File: src/rtl/aes_key_expand.sv
// ---------------------------------------------------------------------------
// aes_key_expand : iterative AES-128 key schedule, one round key per clock
// Revision 1.0
// ---------------------------------------------------------------------------
`default_nettype none

module aes_key_expand #(
  parameter int NUM_ROUNDS = 10
) (
  input  logic                            clk,
  input  logic                            rst_n,
  input  logic                            key_valid,
  output logic                            key_ready,
  input  logic [0:127]                    key_in,
  input  logic                            sched_lock,
  output logic                            busy,
  output logic                            sched_valid,
  output logic [0:128*(NUM_ROUNDS+1)-1]   key_schedule
);

  generate
    if (NUM_ROUNDS != 10) begin : g_bad_rounds
      $error("aes_key_expand supports only NUM_ROUNDS = 10");
    end
  endgenerate

  localparam logic [3:0] LAST = 4'(NUM_ROUNDS);

  localparam logic [7:0] SBOX [256] = '{
    8'h63,8'h7c,8'h77,8'h7b,8'hf2,8'h6b,8'h6f,8'hc5,8'h30,8'h01,8'h67,8'h2b,8'hfe,8'hd7,8'hab,8'h76,
    8'hca,8'h82,8'hc9,8'h7d,8'hfa,8'h59,8'h47,8'hf0,8'had,8'hd4,8'ha2,8'haf,8'h9c,8'ha4,8'h72,8'hc0,
    8'hb7,8'hfd,8'h93,8'h26,8'h36,8'h3f,8'hf7,8'hcc,8'h34,8'ha5,8'he5,8'hf1,8'h71,8'hd8,8'h31,8'h15,
    8'h04,8'hc7,8'h23,8'hc3,8'h18,8'h96,8'h05,8'h9a,8'h07,8'h12,8'h80,8'he2,8'heb,8'h27,8'hb2,8'h75,
    8'h09,8'h83,8'h2c,8'h1a,8'h1b,8'h6e,8'h5a,8'ha0,8'h52,8'h3b,8'hd6,8'hb3,8'h29,8'he3,8'h2f,8'h84,
    8'h53,8'hd1,8'h00,8'hed,8'h20,8'hfc,8'hb1,8'h5b,8'h6a,8'hcb,8'hbe,8'h39,8'h4a,8'h4c,8'h58,8'hcf,
    8'hd0,8'hef,8'haa,8'hfb,8'h43,8'h4d,8'h33,8'h85,8'h45,8'hf9,8'h02,8'h7f,8'h50,8'h3c,8'h9f,8'ha8,
    8'h51,8'ha3,8'h40,8'h8f,8'h92,8'h9d,8'h38,8'hf5,8'hbc,8'hb6,8'hda,8'h21,8'h10,8'hff,8'hf3,8'hd2,
    8'hcd,8'h0c,8'h13,8'hec,8'h5f,8'h97,8'h44,8'h17,8'hc4,8'ha7,8'h7e,8'h3d,8'h64,8'h5d,8'h19,8'h73,
    8'h60,8'h81,8'h4f,8'hdc,8'h22,8'h2a,8'h90,8'h88,8'h46,8'hee,8'hb8,8'h14,8'hde,8'h5e,8'h0b,8'hdb,
    8'he0,8'h32,8'h3a,8'h0a,8'h49,8'h06,8'h24,8'h5c,8'hc2,8'hd3,8'hac,8'h62,8'h91,8'h95,8'he4,8'h79,
    8'he7,8'hc8,8'h37,8'h6d,8'h8d,8'hd5,8'h4e,8'ha9,8'h6c,8'h56,8'hf4,8'hea,8'h65,8'h7a,8'hae,8'h08,
    8'hba,8'h78,8'h25,8'h2e,8'h1c,8'ha6,8'hb4,8'hc6,8'he8,8'hdd,8'h74,8'h1f,8'h4b,8'hbd,8'h8b,8'h8a,
    8'h70,8'h3e,8'hb5,8'h66,8'h48,8'h03,8'hf6,8'h0e,8'h61,8'h35,8'h57,8'hb9,8'h86,8'hc1,8'h1d,8'h9e,
    8'he1,8'hf8,8'h98,8'h11,8'h69,8'hd9,8'h8e,8'h94,8'h9b,8'h1e,8'h87,8'he9,8'hce,8'h55,8'h28,8'hdf,
    8'h8c,8'ha1,8'h89,8'h0d,8'hbf,8'he6,8'h42,8'h68,8'h41,8'h99,8'h2d,8'h0f,8'hb0,8'h54,8'hbb,8'h16
  };

  typedef enum logic [1:0] {
    IDLE   = 2'd0,
    EXPAND = 2'd1,
    DONE   = 2'd2
  } state_t;

  state_t       state_q, state_d;
  logic         accept;
  logic [127:0] slot_q [0:10];
  logic [3:0]   cnt_q;
  logic [7:0]   rcon_q;
  logic [3:0]   prev_idx;
  logic [127:0] prev;
  logic [31:0]  w0, w1, w2, w3, rot, sub, t, n0, n1, n2, n3;

  always_ff @(posedge clk or negedge rst_n) begin
    if (!rst_n) state_q <= IDLE;
    else        state_q <= state_d;
  end

  always_comb begin
    state_d   = state_q;
    key_ready = (state_q != EXPAND) && !sched_lock;
    accept    = key_valid && key_ready;
    case (state_q)
      IDLE, DONE: if (accept) state_d = EXPAND;
      EXPAND:     if (cnt_q == LAST) state_d = DONE;
      default:    state_d = IDLE;
    endcase
  end

  assign busy        = (state_q == EXPAND);
  assign sched_valid = (state_q == DONE);

  // cnt is 0 only in IDLE, where the datapath result is unused
  assign prev_idx = (cnt_q == 4'd0) ? 4'd0 : cnt_q - 4'd1;
  assign prev     = slot_q[prev_idx];
  assign w0       = prev[127:96];
  assign w1       = prev[95:64];
  assign w2       = prev[63:32];
  assign w3       = prev[31:0];
  assign rot      = {w3[23:0], w3[31:24]};
  assign sub      = {SBOX[rot[31:24]], SBOX[rot[23:16]], SBOX[rot[15:8]], SBOX[rot[7:0]]};
  assign t        = sub ^ {rcon_q, 24'h0};
  assign n0       = w0 ^ t;
  assign n1       = w1 ^ n0;
  assign n2       = w2 ^ n1;
  assign n3       = w3 ^ n2;

  always_ff @(posedge clk or negedge rst_n) begin
    if (!rst_n) begin
      for (int i = 0; i <= 10; i++) slot_q[i] <= '0;
      cnt_q  <= 4'd0;
      rcon_q <= 8'h01;
    end else if (accept) begin
      slot_q[0] <= key_in;
      cnt_q     <= 4'd1;
      rcon_q    <= 8'h01;
    end else if (state_q == EXPAND) begin
      slot_q[cnt_q] <= {n0, n1, n2, n3};
      cnt_q         <= (cnt_q == LAST) ? cnt_q : cnt_q + 4'd1;
      rcon_q        <= {rcon_q[6:0], 1'b0} ^ (rcon_q[7] ? 8'h1b : 8'h00);
    end
  end

  generate
    for (genvar r = 0; r <= NUM_ROUNDS; r++) begin : g_slot
      assign key_schedule[r*128 +: 128] = slot_q[r];
    end
  endgenerate

endmodule

`default_nettype wire

File: config.mk
export PLATFORM = sky130hd
export DESIGN_NAME = aes_key_expand
export DESIGN_NICKNAME = d
export VERILOG_FILES = /design/src/rtl/aes_key_expand.sv
export SDC_FILE = /design/constraint.sdc
export NUM_CORES = 2
export LEC_CHECK = 0
export CORE_AREA = 2 2 599 601
export DETAILED_ROUTE_END_ITERATION = 10
export DIE_AREA = 0 0 601 603
export MAX_ROUTING_LAYER = met4
export PLACE_DENSITY = 0.48
export SYNTH_ARGS = -nofsm -noshare
export SYNTH_HDL_FRONTEND = slang
export SYNTH_SLANG_ARGS = --single-unit
File: constraint.sdc
create_clock -name clk -period 11.54 [get_ports clk]
set_input_delay 2.308 -clock clk [delete_from_list [all_inputs] [get_ports clk]]
set_output_delay 2.308 -clock clk [all_outputs]
set_load 0.02 [all_outputs]
==> flow_metrics.env <==
export IMPL_ctsHoldBuffers=0
export IMPL_cp_common_cell="buf_4"
export IMPL_syn_nets=9433
export IMPL_place_congestion=0.9957
export IMPL_critical_path_cell_chain="inv_8 -> ha_1 -> nand2b_1 -> and2_4 -> nand2_8 -> o211ai_2 -> buf_4 -> inv_2 -> ha_1 -> buf_4 -> nand3_1 -> a21oi_1 -> a311oi_1 -> o311ai_0 -> o221a_2 -> a31oi_1 -> xor2_2 -> xor2_4 -> xnor2_1 -> buf_4 -> o21ai_0"
export IMPL_rsz0062_at_grt="no"
export IMPL_synthCells=9241
export IMPL_vias_per_cell=5.518
export IMPL_cts_tree="done"
export IMPL_synth_edf_count=0
export IMPL_syn_area_um2=78600
export IMPL_setup_tns_ns=0
export IMPL_grt_pass1_vias=79166
export IMPL_wl_met1_um=227400
export IMPL_areaGrowthSynthToFinish_pct=34.29
export IMPL_nFillCells=37930
export IMPL_synth_seq_cells=1422
export IMPL_fin_crit_ns=10.30
export IMPL_dr_max_layer_used="met4"
export IMPL_die_height_um=603
export IMPL_slew_limit_headroom_pct=3.057
export IMPL_critPathKind="register to register"
export IMPL_ys_seq_area_share_pct=45.27
export IMPL_cp_start_kind="register"
export IMPL_yosys_warnings=0
export IMPL_gr_total_overflow=0
export IMPL_grt_pass1_wl_um=757100
export IMPL_hold_class="register to register"
export IMPL_route_detailed_drc=0
export IMPL_dieArea_um2=362400
export IMPL_cts_setup_buffers=0
export IMPL_wire_per_inst_um=37.17
export IMPL_fin_nets=10498
export IMPL_crit_path_top_delay_cell="xor2_4"
export IMPL_cts_sinks=1422
export IMPL_grt_max_degree=145
export IMPL_max_cap_violations=0
export IMPL_wl_met3_um=45460
export IMPL_clk_latency_ns=0.92
export IMPL_ys_flop_type="dfrtp_1"
export IMPL_fp_dieW_um=601
export IMPL_post_dp_hpwl_um=415700
export IMPL_finalCritPeriodShare_pct=89.27
export IMPL_cts_clk_slew_worst_paths_ns=0.06
export IMPL_wirelength_um=565800
export IMPL_syn_avg_cell_area_um2=8.506
export IMPL_drive_above_1_share_pct=8.434
export IMPL_vias=83996
export IMPL_ios=1543
export IMPL_clockRootBuffer="clkbuf_16"
export IMPL_placementRows=219
export IMPL_dr_pass1_iters=9
export IMPL_status="finished clean"
export IMPL_clock_path_buffers=4
export IMPL_max_freq_ghz=0.09707
export IMPL_cp_arrival_ns=11.05
export IMPL_cpPeakStageDelay_ns=1.01
export IMPL_cp_end_kind="register"
export IMPL_crit_fanout=66
export IMPL_ant_nets=0
export IMPL_dr_first_iter_drc_count=11234
export IMPL_grt_antenna_before_repair=33
export IMPL_start_util_pct=22.12
export IMPL_drv_slew=0
export IMPL_async_flop_share_pct=100.0
export IMPL_fin_worst_skew_ns=0.09631
export IMPL_core_um2=355400
export IMPL_portBuffers=1542
export IMPL_cts_resized=0
export IMPL_hold_viol=0
export IMPL_dr_wl_met2_um=257400
export IMPL_synth_distinct_cells=104
export IMPL_cts_buffers=180
export IMPL_tightest_slew_ns=1.442
export IMPL_setup_viol=0
export IMPL_cp_data_required_time_ns=12.28
export IMPL_cts_max_level=4
export IMPL_grt_use_total_pct=30.81
export IMPL_hold_ws_ns=0.4945
[per-layer routing]
layer	track usage [%]	vias up
met1	37.80	42876
met2	47.89	4516
met3	6.529	849
li1	-	35755
met5	-	-
met4	15.40	0
[final cells by class]
| type | count | area [um^2] | share of cell area (%) |
|---|---|---|---|
| tap | 4751 | 5944 | 5.632 |
| clock inverter | 46 | 479.2 | 0.4540 |
| clock buffer | 264 | 5162 | 4.891 |
| multi-input combinational | 6780 | 39900 | 37.80 |
| timing repair buffer | 1886 | 18240 | 17.28 |
| sequential | 1422 | 35590 | 33.72 |
| inverter | 36 | 146.4 | 0.1387 |
| antenna | 37 | 92.59 | 0.08772 |
[worst max-delay path: cells and delay by family, from the launching register on]
kind | cells | cell delay, ns
fa+ha+maj | 2 | 1.06
compound gates | 7 | 2.16
simple gates | 4 | 2.14
flops | 1 | 0.68
buf+inv | 5 | 1.71
xor+xnor | 3 | 2.33
[cell usage in the layout (no fill, tap or decap), drive strengths merged, types with 66 or more instances in the layout]
cell type,count
a211oi,131
a21oi,294
a222oi,110
a22o,117
a22oi,154
a311oi,113
a31oi,140
and2,82
buf,345
clkbuf,264
clkdlybuf4s50,1541
dfrtp,1421
mux2,66
mux2i,111
nand2,1971
nand3,296
nor2,239
nor3,126
o211ai,102
o21ai,1631
o221ai,88
o22ai,123
xnor2,128
xor2,75
[sequential cells by signal, indices dropped and copies added (netlist names)]
register      cells
cnt_q             4
key_schedule   1408
rcon_q            8
state_q           2
[logic make-up (layout without fill, tap and decap cells)]
family	count (synthesis)	in the layout	share of synthesized area [%]
compound gates	3411	3411	27.76
xor+xnor	205	205	2.358
fa+ha+maj	60	60	0.9551
buf+inv	1039	2232	5.423
flops	1422	1422	45.27
mux	185	185	2.588
other cells	0	37	0
simple gates	2919	2919	15.65
[path summary, 6_finish.rpt]
check,start,end,slack (ns),depth (start not counted)
min,key_schedule[852],key_schedule[852],0.49,2
max in group asynchronous,rst_n,key_schedule[989],7.98,3
max,cnt_q[0],key_schedule[382],1.24,21
max reg2reg,cnt_q[0],key_schedule[382],1.24,21
min in group asynchronous,rst_n,key_schedule[571],1.33,1
min reg2reg,key_schedule[852],key_schedule[852],0.49,2
[metrics by stage]
step	instances	worst slack, ns	area, um^2	utilization (%)
after floorplan	9241	3.964	78600	-
after global placement	14873	1.437	99770	28.07
after detailed placement	14875	1.346	99820	28.09
after CTS	15185	1.328	105500	29.68
after global routing	15213	0.8872	105500	29.69
final	15222	1.238	105600	29.70
[synth_stat cells (86+ instances only)]
cell type,n,share of area [%]
nand2_1,1968,9.4
buf_2,170,1.1
clkbuf_1,712,3.4
o221ai_1,86,0.96
a211oi_1,130,1.2
a22o_1,116,1.3
a31oi_1,140,1.1
buf_1,88,0.42
mux2i_1,111,1.4
a22oi_1,152,1.5
o21ai_0,1602,10
nand3_1,296,1.9
o22ai_1,123,0.98
dfrtp_1,1421,45
a311oi_1,112,1.2
o211ai_1,100,0.96
nor2_1,235,1.1
a222oi_1,110,1.4
a21oi_1,294,1.9
xnor2_1,124,1.4
nor3_1,125,0.80
Power is left out: the tool's default activity adds up to more than one toggle a clock period on the data nets, which glitch-free logic cannot reach.
